`config.mk`:
```
export PLATFORM = sky130hd
export DESIGN_NAME = mem_access_unit
export DESIGN_NICKNAME = d
export VERILOG_FILES = /design/src/rtl/mem_pkg.sv /design/src/rtl/mem_access_unit.sv
export SDC_FILE = /design/constraint.sdc
export NUM_CORES = 1
export LEC_CHECK = 0
export BUFFER_PORTS_ARGS = -buffer_cell sky130_fd_sc_hd__buf_4
export CAP_MARGIN = 25
export CORE_MARGIN = 2
export CORE_UTILIZATION = 49
export CTS_CLUSTER_DIAMETER = 120
export DETAILED_ROUTE_END_ITERATION = 6
export PLACE_DENSITY = 0.76
export SYNTH_ARGS = -nofsm -noshare
export SYNTH_HDL_FRONTEND = slang
export SYNTH_SLANG_ARGS = --single-unit
```
`constraint.sdc`:
```
create_clock -name clk -period 2.6 [get_ports clk]
set_clock_uncertainty 0.1 [all_clocks]
set_input_delay 0.26 -clock clk [delete_from_list [all_inputs] [get_ports clk]]
set_output_delay 0.26 -clock clk [all_outputs]
set_load 0.01 [all_outputs]
```
`src/rtl/mem_pkg.sv`:
```
// Shared load/store encodings and helpers for the byte-serial memory access unit.
// Width codes follow the RISC-V funct3 field; LB/SB, LH/SH and LW/SW share values.
package mem_pkg;

  typedef enum logic [2:0] {
    F3_B  = 3'b000,
    F3_H  = 3'b001,
    F3_W  = 3'b010,
    F3_BU = 3'b100,
    F3_HU = 3'b101
  } MemFunct3;

  typedef enum logic [1:0] {
    IDLE,
    ACCESS,
    DONE
  } MauState;

  function automatic logic [2:0] byteCount(MemFunct3 f);
    case (f)
      F3_B, F3_BU: byteCount = 3'd1;
      F3_H, F3_HU: byteCount = 3'd2;
      default:     byteCount = 3'd4;
    endcase
  endfunction

  function automatic logic [31:0] extendLoad(logic [31:0] raw, MemFunct3 f);
    case (f)
      F3_B:    extendLoad = {{24{raw[7]}}, raw[7:0]};
      F3_BU:   extendLoad = {24'h000000, raw[7:0]};
      F3_H:    extendLoad = {{16{raw[15]}}, raw[15:0]};
      F3_HU:   extendLoad = {16'h0000, raw[15:0]};
      default: extendLoad = raw;
    endcase
  endfunction

  // Stores only have byte/half/word; loads add the two unsigned variants.
  function automatic logic isLegal(logic we, logic [2:0] f3);
    if (we) isLegal = (f3 == 3'b000) || (f3 == 3'b001) || (f3 == 3'b010);
    else    isLegal = (f3 == 3'b000) || (f3 == 3'b001) || (f3 == 3'b010) ||
                      (f3 == 3'b100) || (f3 == 3'b101);
  endfunction

endpackage

```
`src/rtl/mem_access_unit.sv`:
```
// Byte-serial RISC-V load/store unit driving an 8-bit RAM port, one byte per cycle.
// Loads assemble little-endian lanes and extend on the edge that enters DONE.
module mem_access_unit
  import mem_pkg::*;
#(
  parameter int ADDR_W = 32
) (
  input  logic              clk,
  input  logic              rst_n,
  input  logic              req,
  input  logic              we,
  input  logic [2:0]        funct3,
  input  logic [ADDR_W-1:0] addr,
  input  logic [31:0]       wdata,
  output logic              busy,
  output logic              done,
  output logic              err,
  output logic [31:0]       rdata,
  output logic [ADDR_W-1:0] mem_addr,
  output logic              mem_we,
  output logic [7:0]        mem_wdata,
  input  logic [7:0]        mem_rdata
);

  MauState           r_state;
  MemFunct3          r_f3;
  logic              r_busy;
  logic              r_done;
  logic              r_err;
  logic              r_we;
  logic [ADDR_W-1:0] r_addr;
  logic [31:0]       r_wdata;
  logic [31:0]       r_lanes;
  logic [31:0]       r_rdata;
  logic [1:0]        r_idx;

  logic              w_access;
  logic              w_last;
  logic [31:0]       w_lanes;

  assign w_access = (r_state == ACCESS);
  assign w_last   = (r_idx == 2'(byteCount(r_f3) - 3'd1));

  // Current byte merged into its lane so the final edge can extend without an extra cycle.
  always_comb begin
    w_lanes = r_lanes;
    w_lanes[{r_idx, 3'b000} +: 8] = mem_rdata;
  end

  assign mem_addr  = w_access ? (r_addr + ADDR_W'(r_idx)) : '0;
  assign mem_we    = w_access & r_we;
  assign mem_wdata = w_access ? r_wdata[{r_idx, 3'b000} +: 8] : 8'h00;

  assign busy  = r_busy;
  assign done  = r_done;
  assign err   = r_err;
  assign rdata = r_rdata;

  always_ff @(posedge clk or negedge rst_n) begin
    if (!rst_n) begin
      r_state <= IDLE;
      r_f3    <= F3_B;
      r_busy  <= 1'b0;
      r_done  <= 1'b0;
      r_err   <= 1'b0;
      r_we    <= 1'b0;
      r_addr  <= '0;
      r_wdata <= 32'h0;
      r_lanes <= 32'h0;
      r_rdata <= 32'h0;
      r_idx   <= 2'd0;
    end else begin
      case (r_state)
        IDLE: begin
          r_done <= 1'b0;
          r_err  <= 1'b0;
          if (req) begin
            r_busy <= 1'b1;
            if (isLegal(we, funct3)) begin
              r_state <= ACCESS;
              r_f3    <= MemFunct3'(funct3);
              r_we    <= we;
              r_addr  <= addr;
              r_wdata <= wdata;
              r_lanes <= 32'h0;
              r_idx   <= 2'd0;
            end else begin
              r_state <= DONE;
              r_done  <= 1'b1;
              r_err   <= 1'b1;
            end
          end
        end
        ACCESS: begin
          r_lanes <= w_lanes;
          r_idx   <= r_idx + 2'd1;
          if (w_last) begin
            r_state <= DONE;
            r_done  <= 1'b1;
            if (!r_we) r_rdata <= extendLoad(w_lanes, r_f3);
          end
        end
        DONE: begin
          r_state <= IDLE;
          r_busy  <= 1'b0;
          r_done  <= 1'b0;
          r_err   <= 1'b0;
        end
        default: begin
          r_state <= IDLE;
          r_busy  <= 1'b0;
          r_done  <= 1'b0;
          r_err   <= 1'b0;
        end
      endcase
    end
  end

endmodule

```
# --- Word-level counts from Yosys, hierarchy flattened ---
# Index checks and enable logic that the tools add are counted.
op_classes:
  addsub: 4
  eq_ne: 12
  shifts: 3
  muxes: 25
  bitwise_logic: 3
  n_reduce_logical: 15
ops:
  columns: ["op", "n"]
  rows:
  - ["32-bit one-hot mux with 4 select lines", 1]
  - ["32-bit 2-to-1 mux", 3]
  - ["32-bit one-hot mux with 2 select lines", 1]
  - ["32-bit by 2-bit adder with 32-bit output", 1]
  - ["32-bit bitwise mux", 1]
  - ["8-bit by 7-bit variable shift with 32-bit output, first input constant", 1]
  - ["32-bit by 6-bit indexed part select with 8-bit output", 1]
  - ["8-bit by 7-bit indexed part select with 32-bit output", 1]
  - ["3-bit equality test, second input constant", 4]
  - ["2-bit one-hot mux with 2 select lines", 3]
  - ["2-bit 2-to-1 mux", 5]
  - ["3-bit AND reduction", 3]
  - ["8-bit 2-to-1 mux", 1]
  - ["1-bit 2-to-1 mux", 7]
  - ["5-bit negation with 7-bit output", 1]
  - ["3-bit by 1-bit equality test with 1-bit output, second input constant", 2]
  - ["3-bit logical NOT", 2]
  - ["1-bit one-hot mux with 2 select lines", 3]
  - ["1-bit logical OR", 4]
  - ["2-bit != test, second input constant", 2]
  - ["2-bit AND reduction", 2]
  - ["2-bit OR reduction", 2]
  - ["3-bit by 2-bit equality test with 1-bit output, second input constant", 1]
  - ["2-bit by 1-bit adder with 2-bit output, second input constant", 1]
  - ["8 further kinds", 9]
totals:
  register_bits: 139
  input_bits: 79
  wordCells: 73

# --- Longest topological paths before layout ---
depth:
  word_depth: 11
  mapped_depth: 10
  ltp_nobuf: 6

# --- Least setup slack after synthesis ---
# Ideal clock, no wire load.
synth_timing:
  path_kind: "reg-to-reg"
  startpoint: "reg r_idx[1]"
  endpoint: "reg r_rdata[21] (netlist: rdata[21])"
  setup_time_ns: 0.126
  arrival_time_ns: 2.465
  required_ns: 2.374
  path_slack_ns: -0.091
  stages_incl_launch_ff: 10
  path_buffers: 3
  period_less_slack_ns: 2.691
  path_cell_list: "dfrtp_1 > clkbuf_1 > inv_1 > ha_1 > and4b_1 > mux2_4 > and3_1 > buf_6 > buf_6 > o32a_1"
synth_via:
  elab_chain_cells: 4
synth_lines:
  columns: ["item", "line", "rtl"]
  rows:
  - ["start, declared", "mem_access_unit.sv:35", "logic [1:0] r_idx;"]
  - ["start signal, assigned", "mem_access_unit.sv:96", "r_idx <= r_idx + 2'd1;"]
  - ["5-bit negation with 7-bit output", "mem_access_unit.sv:47", "w_lanes[{r_idx, 3'b000} +: 8] = mem_rdata;"]
  - ["8-bit by 7-bit indexed part select with 32-bit output or 8-bit by 7-bit variable shift with 32-bit output (tied branches)", "mem_access_unit.sv:47", null]
  - ["32-bit bitwise mux", "mem_access_unit.sv:47", null]
  - ["32-bit one-hot mux with 4 select lines", "mem_pkg.sv:28", "case (f)"]
  - ["end signal, assigned", "mem_access_unit.sv:100", "if (!r_we) r_rdata <= extendLoad(w_lanes, r_f3);"]
  - ["end, declared", "mem_access_unit.sv:34", "logic [31:0] r_rdata;"]
# Several ways; a longest one is shown, not always the timed one.
# A chain may end at the register's enable or synchronous reset.

# --- Worst setup path after layout ---
layout_timing:
  startpoint: "reg r_addr[0]"
  endpoint: "out mem_addr[30]"
layout_via:
  elab_chain_cells: 2
layout_lines:
  columns: ["item", "line", "rtl"]
  rows:
  - ["start, declared", "mem_access_unit.sv:31", "logic [ADDR_W-1:0] r_addr;"]
  - ["start signal, assigned", "mem_access_unit.sv:83", "r_addr <= addr;"]
  - ["32-bit by 2-bit adder with 32-bit output", "mem_access_unit.sv:50", "assign mem_addr = w_access ? (r_addr + ADDR_W'(r_idx)) : '0;"]
  - ["32-bit 2-to-1 mux", "mem_access_unit.sv:50", null]
  - ["end, declared", "mem_access_unit.sv:19", "output logic [ADDR_W-1:0] mem_addr,"]
# No other way between the ends.

==> flow_summary.html <==
<table>
<tr><th>Metric</th><th>Value</th></tr>
<tr><th colspan="2">Drt</th></tr>
<tr><td>Number of nets with antenna violations after detailed routing</td><td>0</td></tr>
<tr><td>Aggregate routed wire length</td><td>around 20 mm</td></tr>
<tr><td>DRC</td><td>1</td></tr>
<tr><td>Detail-routed via count per cell</td><td>around 5.9</td></tr>
<tr><td>Total via count in the routed design</td><td>6054</td></tr>
<tr><td>Drt initial violations</td><td>about 460</td></tr>
<tr><td>Final routed wire length divided by cell count</td><td>slightly below 20 um</td></tr>
<tr><td>Drt pass-1 iters</td><td>7</td></tr>
<tr><th colspan="2">Logic synthesis</th></tr>
<tr><td>Post-synth EDFFs</td><td>0</td></tr>
<tr><td>Number of flip-flops and latches in the synthesized netlist</td><td>approximately 140</td></tr>
<tr><td>Number of instances in the synthesized netlist</td><td>just over 600</td></tr>
<tr><td>Top area cells in the synthesized netlist</td><td>dfrtp_1 (49%), mux2_2 (11%), a21oi_1 (4.8%), nor2b_1 (4.4%), o2bb2ai_1 (3.0%)</td></tr>
<tr><td>Area share of the largest cell type after synthesis</td><td>0.4939</td></tr>
<tr><td>Most frequent cells after synthesis</td><td>dfrtp_1 (139), a21oi_1 (67), mux2_2 (67)</td></tr>
<tr><td>Count leader, synth</td><td>dfrtp_1</td></tr>
<tr><td>Seq/Total Area, Yosys</td><td>0.4939</td></tr>
<tr><td>Post-synthesis average cell area</td><td>between 10 and 15 um2</td></tr>
<tr><td>Library cells used by synthesis</td><td>51</td></tr>
<tr><td>Synthesis warning total</td><td>0</td></tr>
<tr><td>Main flop type after synthesis</td><td>dfrtp_1</td></tr>
<tr><td>Post-synthesis instance area</td><td>7043 um2</td></tr>
<tr><td>Proportion of synthesized flip-flops having asynchronous set or reset</td><td>1.000</td></tr>
<tr><td>Synth area leader</td><td>dfrtp_1</td></tr>
<tr><td>Post-Syn Nets</td><td>692</td></tr>
<tr><th colspan="2">Setup path</th></tr>
<tr><td>Nature of the critical path endpoint</td><td>primary output</td></tr>
<tr><td>Sequence of cells on the critical path</td><td>ha_2 -&gt; fa_2 -&gt; and2_4 -&gt; nand4_4 -&gt; or4_1 -&gt; a21oi_1 -&gt; buf_4</td></tr>
<tr><td>Sort of element at the start of the critical path</td><td>register</td></tr>
<tr><td>R2r startpoint</td><td>r_idx[0]$_DFFE_PN0P_</td></tr>
<tr><td>Crit path kind</td><td>reg2out</td></tr>
<tr><td>End of the worst register-to-register path</td><td>rdata[19]$_DFFE_PN0P_</td></tr>
<tr><td>Required time of the critical path</td><td>around 2200 ps</td></tr>
<tr><td>Crit-path max cell delay</td><td>roughly 550 ps</td></tr>
<tr><td>Critical Path AT</td><td>2440 ps</td></tr>
<tr><td>Cell type of the slowest stage on the worst timing path</td><td>or4_1</td></tr>
<tr><td>R2R Setup Slk</td><td>220 ps</td></tr>
<tr><td>Maximum fanout encountered on the critical timing path</td><td>8</td></tr>
<tr><td>Number of cells traversed by the worst register-to-register path</td><td>7</td></tr>
<tr><th colspan="2">Final layout</th></tr>
<tr><td>Final core area utilization</td><td>0.7067</td></tr>
<tr><td>Design area</td><td>around 9800 um2</td></tr>
<tr><td>Area growth from synthesis to layout</td><td>39.81%</td></tr>
<tr><td>Antenna diode count</td><td>0</td></tr>
<tr><td>Proportion of layout cells with a drive suffix above 1</td><td>0.3840</td></tr>
<tr><td>Non-filler cells, final</td><td>1029</td></tr>
<tr><td>Final net count</td><td>slightly above 900</td></tr>
<tr><th colspan="2">Floorplanning</th></tr>
<tr><td>Floorplan row count</td><td>between 40 and 50</td></tr>
<tr><td>Die footprint</td><td>~15000 um2</td></tr>
<tr><td>Boundary Pins</td><td>155</td></tr>
<tr><td>Floorplan Core Area</td><td>approximately 14000 um2</td></tr>
<tr><td>Height of the die</td><td>123.9 um</td></tr>
<tr><td>Starting density of the core</td><td>0.5054</td></tr>
<tr><td>Overall die width</td><td>about 120 um</td></tr>
<tr><th colspan="2">Placement</th></tr>
<tr><td>Detailed Place HPWL</td><td>between 10 and 15 mm</td></tr>
<tr><td>Setup slack after placement</td><td>roughly 260 ps</td></tr>
<tr><td>Input/output buffers</td><td>between 150 and 200</td></tr>
<tr><td>Cell count after placement</td><td>around 900</td></tr>
<tr><td>Cell area after placement</td><td>between 8000 and 9000 um2</td></tr>
<tr><td>Final Wtd Congestion</td><td>slightly below 0.9</td></tr>
<tr><th colspan="2">Status</th></tr>
<tr><td>Outcome</td><td>complete, but fails checks</td></tr>
<tr><td>Violated checks</td><td>design-rule violations, negative setup slack</td></tr>
<tr><th colspan="2">Clocking</th></tr>
<tr><td>Clock transition at the registers of the reported paths</td><td>approximately 60 ps</td></tr>
<tr><td>Root cell of the clock tree</td><td>clkbuf_16</td></tr>
<tr><td>Clock buffers created by TritonCTS</td><td>17</td></tr>
<tr><td>Clock tree from TritonCTS</td><td>done</td></tr>
<tr><td>Clock latency on the worst-skew pair</td><td>between 400 and 500 ps</td></tr>
<tr><td>Level count of the clock H-tree</td><td>4</td></tr>
<tr><td>CTS Sinks</td><td>between 100 and 150</td></tr>
<tr><td>Max Root-Sink Buffers</td><td>2</td></tr>
<tr><th colspan="2">Global routing</th></tr>
<tr><td>Total global-route track usage</td><td>0.2642</td></tr>
<tr><td>Via count of the first global-routing pass</td><td>slightly above 6000</td></tr>
<tr><td>Antenna violations before repair</td><td>0</td></tr>
<tr><td>Global-route wire length before repair</td><td>roughly 30 mm</td></tr>
<tr><td>Maximum number of pins on one net before global-route repair</td><td>80</td></tr>
<tr><td>Total overflow reported by the global router</td><td>0</td></tr>
<tr><th colspan="2">Timing</th></tr>
<tr><td>Highest Clock Rate</td><td>between 300 and 400 MHz</td></tr>
<tr><td>Actual slew at the worst max-slew pin</td><td>around 760 ps</td></tr>
<tr><td>Post-route clock period utilization</td><td>1.077</td></tr>
<tr><td>Worst Hold Margin</td><td>45.95 ps</td></tr>
<tr><td>Headroom to the max-slew limit</td><td>0.4962</td></tr>
<tr><td>Final setup vio count</td><td>19</td></tr>
<tr><td>Number of pins with negative max-slew slack in the final report</td><td>0</td></tr>
<tr><td>Final hold violation count</td><td>0</td></tr>
<tr><td>RSZ-0062 raised after global routing</td><td>true</td></tr>
<tr><td>Period minus WS final</td><td>around 2800 ps</td></tr>
<tr><td>Total negative slack for setup checks</td><td>-1917 ps</td></tr>
<tr><td>Least setup slack across all paths after layout</td><td>-200.3 ps</td></tr>
<tr><th colspan="2">Power and ir drop</th></tr>
<tr><td>Power density over the cells</td><td>about 1100 nW/um2</td></tr>
<tr><td>Leakage power figure</td><td>around 4.3 nW</td></tr>
<tr><td>Overall Power</td><td>around 11 mW</td></tr>
<tr><td>Maximum VDD drop</td><td>around 0.55 mV</td></tr>
<tr><th colspan="2">Min path</th></tr>
<tr><td>Cell depth of the worst hold path</td><td>2</td></tr>
<tr><td>Hold Crit Endpoint</td><td>r_lanes[0]$_DFFE_PN0P_</td></tr>
<tr><td>Critical hold path startpoint</td><td>mem_rdata[0]</td></tr>
<tr><td>Class of the worst hold path</td><td>in2reg</td></tr>
<tr><th colspan="2">Flow run</th></tr>
<tr><td>Number of max-capacitance violations reported</td><td>0</td></tr>
</table>
[cells in the final DEF (no fill, tap or decap), drive strengths merged, types with 10 or more instances in the layout]
cell type	netlist	layout
o31ai	13	13
dfrtp	139	139
buf	27	189
o2bb2ai	24	24
mux2	69	69
a21oi	67	67
dlygate4sd3	0	69
nor2	24	24
o21ai	10	10
nand2	15	15
and2	21	21
nor2b	49	49
clkbuf	17	25
or4	12	12
o32a	16	16
[state kept, by name, indices dropped and copies added, names as in the netlist, 2 cells and up]
signal   cells
r_lanes     32
r_state      2
rdata       32
r_wdata     32
r_idx        2
r_addr      32
r_f3         3
[critical path, delay by kind of cell, from the launching register on]
kind            cells  cell delay, ps
buf+inv             1             150
fa+ha+maj           2             420
compound gates      1             200
simple gates        3             890
flops               1             350
[metal layers]
metal,share of wire,global-route usage,vias up
met1,0.40,0.3408,3009
met5,0,0,-
met2,0.50,0.4327,291
met4,0.023,0.1011,0
li1,-,-,2703
met3,0.070,0.06456,51
[where the power goes]
part	internal [mW]	switching [mW]	total [mW]
registers	3.10	0.874	3.97
logic	2.37	2.09	4.46
clock network	1.41	0.885	2.29
[cell type report]
| class | instances | area, um2 |
|---|---|---|
| multi-input combinational | 414 | 3366 |
| tap | 180 | 225.2 |
| fill | 947 | 4088 |
| timing repair buffer | 258 | 2190 |
| sequential | 139 | 3482 |
| inverter | 7 | 26.28 |
| clock inverter | 6 | 62.56 |
| clock buffer | 25 | 495.5 |
[kinds of logic (layout without fill, tap and decap cells)]
logic type,after synthesis,after routing,share of synthesized area
XOR/XNOR,12,12,0.01492
buffers and inverters,52,296,0.04068
flip-flops,139,139,0.4939
adder cells (fa/ha/maj),8,8,0.01528
AND/OR/NAND/NOR,162,162,0.1434
AO/OA/AOI/OAI,155,155,0.1554
multiplexers,77,77,0.1364
[repair_timing]
item | 4_1_cts | 5_1_grt
setup endpoints to repair | 22 | 22
hold buffers | 69 | 0
buffers inserted | 1 | 4
pin swaps | 0 | 7
cloned | 0 | 0
endpoints found under the hold margin | 144 | 0
gates resized for setup | 4 | 25
[worst max path at each step]
stage                     startpoint                    end  slack (ps)  cells past startpoint
6_report       r_addr[0]$_DFFE_PN0P_           mem_addr[30]        -200                      7
3_5_place_dp    r_idx[0]$_DFFE_PN0P_           mem_addr[26]         260                      7
2_1_floorplan   r_idx[1]$_DFFE_PN0P_  rdata[21]$_DFFE_PN0P_          40                      9
3_3_place_gp    r_idx[0]$_DFFE_PN0P_           mem_addr[30]         310                      7
4_1_cts         r_idx[1]$_DFFE_PN0P_           mem_addr[31]        -150                      7
5_1_grt        r_addr[0]$_DFFE_PN0P_           mem_addr[30]        -260                      7
Power figures use the tool's default switching activity.
